`src/rtl/sp_ctrl.sv`:
```
// Stack-pointer controller: push/pop/load of a bounded, downward-growing stack
// pointer, with a sticky fault state that holds until clr_fault.

module sp_dec #(
    parameter int WIDTH = 32
) (
    input  logic [WIDTH-1:0] a,
    output logic [WIDTH-1:0] y,
    output logic             borrow
);
    logic [WIDTH:0] b;

    // Ripple-borrow chain; borrow out is high only when a is zero.
    assign b[0] = 1'b1;
    for (genvar gi = 0; gi < WIDTH; gi++) begin : g_bit
        assign y[gi]   = a[gi] ^ b[gi];
        assign b[gi+1] = ~a[gi] & b[gi];
    end
    assign borrow = b[WIDTH];
endmodule

module sp_inc #(
    parameter int WIDTH = 32
) (
    input  logic [WIDTH-1:0] a,
    output logic [WIDTH-1:0] y,
    output logic             carry
);
    logic [WIDTH:0] c;

    assign c[0] = 1'b1;
    for (genvar gi = 0; gi < WIDTH; gi++) begin : g_bit
        assign y[gi]   = a[gi] ^ c[gi];
        assign c[gi+1] = a[gi] & c[gi];
    end
    assign carry = c[WIDTH];
endmodule

module sp_ctrl #(
    parameter int               WIDTH    = 32,
    parameter logic [WIDTH-1:0] SP_INIT  = 32'h0000_03FF,
    parameter logic [WIDTH-1:0] SP_LIMIT = 32'h0000_0300
) (
    input  logic             clk,
    input  logic             rst_n,
    input  logic             push,
    input  logic             pop,
    input  logic             ld,
    input  logic [WIDTH-1:0] ld_val,
    input  logic             clr_fault,
    output logic [WIDTH-1:0] sp,
    output logic [WIDTH-1:0] depth,
    output logic             done,
    output logic             fault,
    output logic [1:0]       fault_code
);
    localparam logic [0:0] ST_IDLE  = 1'b0;
    localparam logic [0:0] ST_FAULT = 1'b1;

    localparam logic [1:0] FC_NONE  = 2'b00;
    localparam logic [1:0] FC_OVER  = 2'b01;
    localparam logic [1:0] FC_UNDER = 2'b10;
    localparam logic [1:0] FC_LOAD  = 2'b11;

    logic [0:0]       state_reg, state_next;
    logic [WIDTH-1:0] sp_reg, sp_next;
    logic [WIDTH-1:0] depth_reg, depth_next;
    logic             done_reg, done_next;
    logic             fault_reg, fault_next;
    logic [1:0]       code_reg, code_next;

    logic [WIDTH-1:0] dec_val, inc_val;
    logic             dec_borrow, inc_carry;

    sp_dec #(.WIDTH(WIDTH)) u_dec (
        .a      (sp_reg),
        .y      (dec_val),
        .borrow (dec_borrow)
    );

    sp_inc #(.WIDTH(WIDTH)) u_inc (
        .a     (sp_reg),
        .y     (inc_val),
        .carry (inc_carry)
    );

    always_comb begin
        state_next = state_reg;
        sp_next    = sp_reg;
        done_next  = 1'b0;
        fault_next = fault_reg;
        code_next  = code_reg;
        case (state_reg)
            ST_IDLE: begin
                if (ld) begin
                    if (ld_val < SP_LIMIT || ld_val > SP_INIT) begin
                        state_next = ST_FAULT;
                        fault_next = 1'b1;
                        code_next  = FC_LOAD;
                    end else begin
                        sp_next   = ld_val;
                        done_next = 1'b1;
                    end
                end else if (push && pop) begin
                    // Simultaneous push and pop cancel out but still complete.
                    done_next = 1'b1;
                end else if (push) begin
                    if (sp_reg <= SP_LIMIT || dec_borrow) begin
                        state_next = ST_FAULT;
                        fault_next = 1'b1;
                        code_next  = FC_OVER;
                    end else begin
                        sp_next   = dec_val;
                        done_next = 1'b1;
                    end
                end else if (pop) begin
                    if (sp_reg >= SP_INIT || inc_carry) begin
                        state_next = ST_FAULT;
                        fault_next = 1'b1;
                        code_next  = FC_UNDER;
                    end else begin
                        sp_next   = inc_val;
                        done_next = 1'b1;
                    end
                end
            end
            ST_FAULT: begin
                // Requests arriving with clr_fault are intentionally dropped.
                if (clr_fault) begin
                    state_next = ST_IDLE;
                    fault_next = 1'b0;
                    code_next  = FC_NONE;
                end
            end
            default: begin
                state_next = ST_IDLE;
            end
        endcase
        depth_next = SP_INIT - sp_next;
    end

    always_ff @(posedge clk or negedge rst_n) begin
        if (!rst_n) begin
            state_reg <= ST_IDLE;
            sp_reg    <= SP_INIT;
            depth_reg <= '0;
            done_reg  <= 1'b0;
            fault_reg <= 1'b0;
            code_reg  <= FC_NONE;
        end else begin
            state_reg <= state_next;
            sp_reg    <= sp_next;
            depth_reg <= depth_next;
            done_reg  <= done_next;
            fault_reg <= fault_next;
            code_reg  <= code_next;
        end
    end

    assign sp         = sp_reg;
    assign depth      = depth_reg;
    assign done       = done_reg;
    assign fault      = fault_reg;
    assign fault_code = code_reg;
endmodule

```
`config.mk`:
```
export PLATFORM = sky130hd
export DESIGN_NAME = sp_ctrl
export DESIGN_NICKNAME = d
export VERILOG_FILES = /design/src/rtl/sp_ctrl.sv
export SDC_FILE = /design/constraint.sdc
export NUM_CORES = 1
export LEC_CHECK = 0
export ABC_AREA = 1
export CAP_MARGIN = 20
export CELL_PAD_IN_SITES_DETAIL_PLACEMENT = 1
export CELL_PAD_IN_SITES_GLOBAL_PLACEMENT = 1
export CORE_UTILIZATION = 39
export DETAILED_ROUTE_END_ITERATION = 12
export HOLD_SLACK_MARGIN = 0.1
export PLACE_DENSITY_LB_ADDON = 0.08
export RECOVER_POWER = 100
export SLEW_MARGIN = 40
export SYNTH_ARGS = -nofsm -noshare
export SYNTH_HDL_FRONTEND = slang
export SYNTH_SLANG_ARGS = --single-unit
```
`constraint.sdc`:
```
create_clock -name clk -period 8.8 [get_ports clk]
set_input_delay 2.2 -clock clk [delete_from_list [all_inputs] [get_ports clk]]
set_output_delay 2.2 -clock clk [all_outputs]
set_load 0.1 [all_outputs]
```
==> results.env, run 1 <==
YOSYS_REGISTER_BITS=68
CLOCK_SINKS=68
FINAL.SETUP.WORST_SLACK_NS=0.408
POST-PLACE-CELLS=1014
REGTOREGSETUPSLACK_NS=0.41
MAX_CLOCK_FREQ_GHz=0.119
CRIT_TOP_CELL='sky130_fd_sc_hd__ha_1'
SYNTH_CELLS=745
CTS_HTREE_LEVELS=3
MAX_REG_FLOPS=32
WORST_REG2REG_PATH_STARTPOINT='sp[1]'
DRT_PRE_ANTENNA_ITERS=5
MOSTFREQUENTLAYOUTCELLS='sky130_fd_sc_hd__nand2_1, sky130_fd_sc_hd__inv_1, sky130_fd_sc_hd__nand3_1'
PLACE.GP.CONGESTION=0.896
CTS_TREE='built'
CRITPATHBUFINV=2
HOLD_VIOL_FINAL=0
FLOORPLAN.INITIALDENSITY=0.404
GRT_SETUP_UNREPAIRED='false'
IO_PINS=106
NUM_CTS_BUFFERS=9
VIAS_PER_CELL=5.34
DIE_Y_UM=123
SETUP_VIOL_COUNT_FINAL=0
PLACE.DETAILED.HPWL_UM=13700
VIAS_IN_THE_FIRST_GLOBAL_ROUTE=5903
SETUP.WORST_PATH.START_CLASS='flop'
LAYOUT.NETS=953
DIE_WIDTH_UM=123
POST_ROUTE_CELLS_DRIVE_ABOVE_1_SHARE=0.127
WORST_PATH_LARGEST_CELL_DELAY_NS=0.60
FINAL_COMMON_CELL='sky130_fd_sc_hd__nand2_1'
SYNTH_AREA_UM2=5670
DPL_WORST_SLACK_NS=0.202
CP_SLOWEST_CELL='sky130_fd_sc_hd__dfstp_2'
CLKLATENCYLATEPIN_NS=0.35
CRIT_PATH_MAX_FANOUT=11
R2R-END='depth[29]'
GRT_USE_TOTAL=0.260
FP.COREAREA_UM2=14000
WORST_SLEW_PIN_SLEW_NS=3.86
YOSYS.CELL_TYPES.COUNT=45
FIN_CRIT_SH=0.954
SETUP_TOTAL_NEGATIVE_SLACK_NS=0
FLOORPLAN.DIE_AREA_UM2=15000
ANTENNA_VIOLATIONS_BEFORE_REPAIR=0
DRT-INITIAL-DRC-COUNT=257
CRITICAL_PATH_CLASS='flop to flop'
PORT_BUFFERS=105
CRITPATHTOPFAMILY='adder cells'
REQUIRED_NS=9.04
ANTENNA_LEFT=0
DETAILED_PLACE.AREA_UM2=6540
CRIT_ARRIVAL_NS=8.63
WORSTHOLDENDPOINT='fault'
FINAL_CELLS=1036
DETAILROUTE.VIA_COUNT=5529
CTS.ROOT.BUFFER_CELL='sky130_fd_sc_hd__clkbuf_16'
CLKTRANSATPATHREGS_NS=0.06
AREA_GROWTH_SYN_TO_LAYOUT_PCT=18.6
YS.WARNINGS.COUNT=0
SYN-NUM-NETS=846
HOLD_PATH.CLASS='flop to flop'
REG2REG_DEPTH=44
RELSLEWSLACK=-1.57
ANTENNA_CELLS_INSERTED=0
FINALMAXSLEWVIOLATIONS=69
TIMING.FINAL.CRIT_PERIOD_NS=8.39
POST_DRT_WL_PER_CELL_UM=17.7
ENDPOINT_KIND='flop'
WL_UM=18300
POST_CTS_HOLD_BUFFER_COUNT=0
MAX-CLOCK-PATH-BUFFERS=2
MIN_PATH_CELLS=2
ROWS=43
SYNTHESIS.AREA_PER_INSTANCE_UM2=7.61
POST-ROUTE-DRC-COUNT=0
WORST_HOLD_STARTPOINT='fault'
GLOBAL_ROUTE.OVERFLOW_TOTAL=0
GLOBAL_ROUTE_WIRE_LENGTH_BEFORE_REPAIR_UM=29800
STATUS='finished with violations'
VIOLATED_CHECKS='capacitance limit, slew limit'
TOTAL_OF_MAX_CAP_VIOLATIONS=1
FINCLKSKEW_NS=0.00767
SEQ_AREA_FRAC_SYNTH=0.302
MAXIMUM_NUMBER_OF_PINS_ON_ONE_NET_BEFORE_GLOBAL_ROUTE_REPAIR=69
FINISH.INSTANCE_AREA_UM2=6720
==> layout make-up <==
cell class | instances | area, um^2
clock buffer | 11 | 233
clock inverter | 4 | 27.5
fill | 1816 | 7320
inverter | 94 | 357
multi-input combinational | 556 | 3440
sequential | 68 | 1710
tap | 180 | 225
timing repair buffer | 123 | 729
==> worst min-delay path, cell delays in order (launching register included) <==
cell,delay [ns]
sky130_fd_sc_hd__dfrtp_1,0.35
sky130_fd_sc_hd__nand2_1,0.06
sky130_fd_sc_hd__nand2_1,0.05
==> per-layer routing <==
layer  track usage  vias to the layer above  part of all wire
met5             0                        -                 0
met4        0.0998                        0             0.020
met3        0.0344                       25             0.043
met2         0.428                      129              0.47
met1         0.343                     2731              0.46
li1              -                     2644                 -
==> logic make-up (layout without fill, tap and decap cells) <==
family | Yosys count | after routing | share of synthesized area
AND/OR/NAND/NOR | 384 | 385 | 0.335
buffers and inverters | 122 | 232 | 0.0894
adder cells (fa/ha/maj) | 63 | 63 | 0.139
XOR/XNOR | 10 | 10 | 0.0155
flip-flops | 68 | 68 | 0.302
AO/OA/AOI/OAI | 98 | 98 | 0.119
==> repair_timing <==
item	CTS	global route
resized for setup	0	2
setup buffers	0	6
setup endpoints to repair	0	11
==> worst max-delay path by stage <==
stage,depth (start not counted),endpoint,slack [ns],startpoint
global placement,44,depth[29],0.40,sp[1]
floorplan,47,depth[22],0.87,sp[1]
CTS,44,depth[21],0.16,sp[1]
detailed placement,44,depth[21],0.20,sp[1]
global route,47,depth[30],0.04,sp[1]
finish,44,depth[29],0.41,sp[1]
==> per-stage QoR <==
step	utilization	hold WS (ns)
after floorplan	-	0.753
after global placement	0.490	0.474
after detailed placement	0.466	0.474
after CTS	0.484	0.490
after global routing	0.479	0.551
final	0.479	0.488
==> synthesized netlist by cell type, drive strengths merged <==
cell | n | area [um^2]
a21boi | 1 | 7.51
a21oi | 28 | 140
and3 | 1 | 6.26
buf | 13 | 97.6
clkbuf | 15 | 56.3
clkinv | 2 | 7.51
dfrtp | 58 | 1450
dfstp | 10 | 263
ha | 63 | 788
inv | 92 | 345
nand2 | 190 | 788
nand3 | 83 | 473
nand3b | 1 | 7.51
nand4 | 8 | 50.1
nor2 | 97 | 539
nor3 | 2 | 21.3
nor4 | 1 | 6.26
o2111ai | 1 | 8.76
o211a | 6 | 60.1
o211ai | 4 | 30.0
o21ai | 34 | 174
o21bai | 15 | 180
o22ai | 2 | 12.5
o31ai | 1 | 7.51
o32ai | 6 | 52.6
or2 | 1 | 6.26
xnor2 | 2 | 17.5
xor2 | 8 | 70.1
Power of run 1 is not shown: default switching activity piles up to over one toggle a cycle in this logic, so the estimate is an artifact.
==> run 2: changes to the inputs <==
- SLEW_MARGIN: 40 -> 20
==> run 2 against run 1 <==
- the run still ends with capacitance limit, slew limit left
- register-to-register slack got worse by 0.04 ns
- die area stayed put
- critical path depth grew 1
- maximum frequency fell by 0.49%
==> results.env, run 2 (synthesis results as in run 1) <==
STATUS='finished with violations'  # unchanged
VIOLATED_CHECKS='capacitance limit, slew limit'  # unchanged
FLOORPLAN.INITIALDENSITY=0.404  # unchanged
INTERNAL_DISSIPATION_mW=1.08
REQUIRED_NS=9.03  # was 9.04 ns
FIN_CRIT_SH=0.958  # was 0.954
HOLD_SLACK_NS=0.485  # was 0.488 ns
POST_ROUTE_CELLS_DRIVE_ABOVE_1_SHARE=0.130  # was 0.127
POST-ROUTE-UTIL=0.509  # was 0.479
FILL_CELLS=1765  # was 1,816
TOTAL_POWER_mW=2.89
POWER_SWITCHING_mW=1.81
VIAS_PER_CELL=5.32  # was 5.34
FINAL_COMMON_CELL='sky130_fd_sc_hd__nand2_1'  # unchanged
FINAL_CELLS=1036  # unchanged
CRIT_PATH_MAX_FANOUT=8  # was 11
WORST_HOLD_STARTPOINT='fault'  # unchanged
PLACE.DETAILED.HPWL_UM=13800  # was 13,700 um
POWER.SHARE.SWITCHING=0.625
POWER-PER-CELL-AREA_nW_PER_UM2=404
FINALMAXSLEWVIOLATIONS=69  # unchanged
POST-ROUTE-DRC-COUNT=0  # unchanged
RELSLEWSLACK=-1.57  # about the same
GLOBAL_ROUTE_WIRE_LENGTH_BEFORE_REPAIR_UM=29900  # was 29,800 um
GLOBAL_ROUTE.OVERFLOW_TOTAL=0  # unchanged
FINISH.INSTANCE_AREA_UM2=7150  # was 6720 um^2
FLOORPLAN.DIE_AREA_UM2=15000  # unchanged
DIE_WIDTH_UM=123  # unchanged
CRIT_ARRIVAL_NS=8.67  # was 8.63 ns
MAXIMUM_NUMBER_OF_PINS_ON_ONE_NET_BEFORE_GLOBAL_ROUTE_REPAIR=69  # unchanged
CRITICAL_PATH_CLASS='flop to flop'  # unchanged
IR_DROP_uV=230
NUM_CTS_BUFFERS=9  # unchanged
ENDPOINT_KIND='flop'  # unchanged
FINCLKSKEW_NS=0.00745  # was 0.00767 ns
DPL_WORST_SLACK_NS=0.161  # was 0.202 ns
DRT-INITIAL-DRC-COUNT=224  # was 257
WL_UM=18500  # was 18,300 um
WORST_REG2REG_PATH_STARTPOINT='sp[1]'  # unchanged
DIE_Y_UM=123  # unchanged
CTS_HTREE_LEVELS=3  # unchanged
WORST_SLEW_PIN_SLEW_NS=3.86  # about the same
WORST_PATH_LARGEST_CELL_DELAY_NS=0.59  # was 0.60 ns
CLKTRANSATPATHREGS_NS=0.06  # about the same
POST_DRT_WL_PER_CELL_UM=17.9  # was 17.7 um
IO_PINS=106  # unchanged
SEQPWRFRAC=0.201
TOTAL_OF_MAX_CAP_VIOLATIONS=1  # unchanged
POST-PLACE-CELLS=1014  # unchanged
ANTENNA_LEFT=0  # unchanged
SETUP_TOTAL_NEGATIVE_SLACK_NS=0  # unchanged
HOLD_VIOL_FINAL=0  # unchanged
SETUP.WORST_PATH.START_CLASS='flop'  # unchanged
COMBPWRFRAC=0.680
CTS_TREE='built'  # unchanged
LEAKAGE_nW=3.55
MAX-CLOCK-PATH-BUFFERS=2  # unchanged
SETUP_VIOL_COUNT_FINAL=0  # unchanged
CLKLATENCYLATEPIN_NS=0.35  # about the same
GRT_SETUP_UNREPAIRED='false'  # unchanged
ANTENNA_VIOLATIONS_BEFORE_REPAIR=0  # unchanged
FINAL.SETUP.WORST_SLACK_NS=0.366  # was 0.408 ns
POWER.SHARE.CLOCK=0.118
CTS.ROOT.BUFFER_CELL='sky130_fd_sc_hd__clkbuf_16'  # unchanged
HOLD_PATH.CLASS='flop to flop'  # unchanged
REGTOREGSETUPSLACK_NS=0.37  # was 0.41 ns
WORST_SETUP_SP='sp[1]'  # unchanged
MAX_CLOCK_FREQ_GHz=0.119  # about the same
PORT_BUFFERS=105  # unchanged
PLACE.GP.CONGESTION=0.896  # unchanged
CLOCK_SINKS=68  # unchanged
MAX_REG_FLOPS=32  # unchanged
ROWS=43  # unchanged
CRIT_TOP_CELL='sky130_fd_sc_hd__ha_1'  # unchanged
TIMING.FINAL.CRIT_PERIOD_NS=8.43  # was 8.39 ns
VIAS_IN_THE_FIRST_GLOBAL_ROUTE=5843  # was 5,903
DETAILROUTE.VIA_COUNT=5516  # was 5,529
CP_SLOWEST_CELL='sky130_fd_sc_hd__dfstp_2'  # unchanged
AREA_GROWTH_SYN_TO_LAYOUT_PCT=26.2  # was 18.6%
DRT_PRE_ANTENNA_ITERS=4  # was 5
GRT_USE_TOTAL=0.260  # about the same
MOSTFREQUENTLAYOUTCELLS='sky130_fd_sc_hd__nand2_1, sky130_fd_sc_hd__inv_1, sky130_fd_sc_hd__nand3_1'  # unchanged
ANTENNA_CELLS_INSERTED=0  # unchanged
LAYOUT.NETS=952  # was 953
DETAILED_PLACE.AREA_UM2=6880  # was 6540 um^2
POST_CTS_HOLD_BUFFER_COUNT=0  # unchanged
FP.COREAREA_UM2=14000  # unchanged
-- run 2: cell count changes in the layout (fill, tap and decap cells not counted), sizes merged --
| cell | previous run | this run |
|---|---|---|
| clkbuf | 87 | 19 |
| dlygate4sd3 | 0 | 68 |
| buf | 11 | 12 |
| clkinv | 6 | 5 |
-- run 2: path summary, 6_finish.rpt --
check,endpoint,cells after the start
max,depth[21],45
min,fault,2
max reg2reg,depth[21],45
min reg2reg,fault,2
max in group asynchronous,sp[30],2
min in group asynchronous,depth[7],2
-- run 2: layer usage --
metal | share of wire | track usage | wire [um]
met1 | 0.47 | 0.352 | 8730
met2 | 0.47 | 0.431 | 8780
met3 | 0.039 | 0.0381 | 729
met4 | 0.015 | 0.0694 | 269
met5 | 0 | 0 | 0
-- run 2: layout make-up --
class | instances | area, um^2 | area share
clock inverters | 3 | 22.5 | 0.00315
clock buffers | 13 | 250 | 0.0350
flip-flops and latches | 68 | 1710 | 0.240
inverters | 94 | 357 | 0.0498
well taps | 180 | 225 | 0.0315
repair buffers | 122 | 1150 | 0.161
multi-input cells | 556 | 3430 | 0.480
-- run 2: critical path: cells and delay by family (launching register included) --
| family | cells | cell delay [ns] |
|---|---|---|
| flops | 1 | 0.59 |
| fa+ha+maj | 31 | 5.89 |
| simple gates | 11 | 1.37 |
| buf+inv | 3 | 0.48 |
-- run 2: repair_timing --
action	CTS	global route
buffers inserted	0	5
endpoints found under the setup margin	0	11
resized for setup	0	2
-- run 2: power by group through the flow --
stage          Combinational, mW  Sequential (mW)  Clock, mW
2_1_floorplan              0.594             1.50          0
3_3_place_gp                2.00            0.587          0
3_5_place_dp                2.02            0.594          0
4_1_cts                     2.03            0.591      0.349
5_1_grt                     2.08            0.601      0.361
6_report                    1.97            0.582      0.341
No activity file was read; power rests on OpenSTA's default activity.
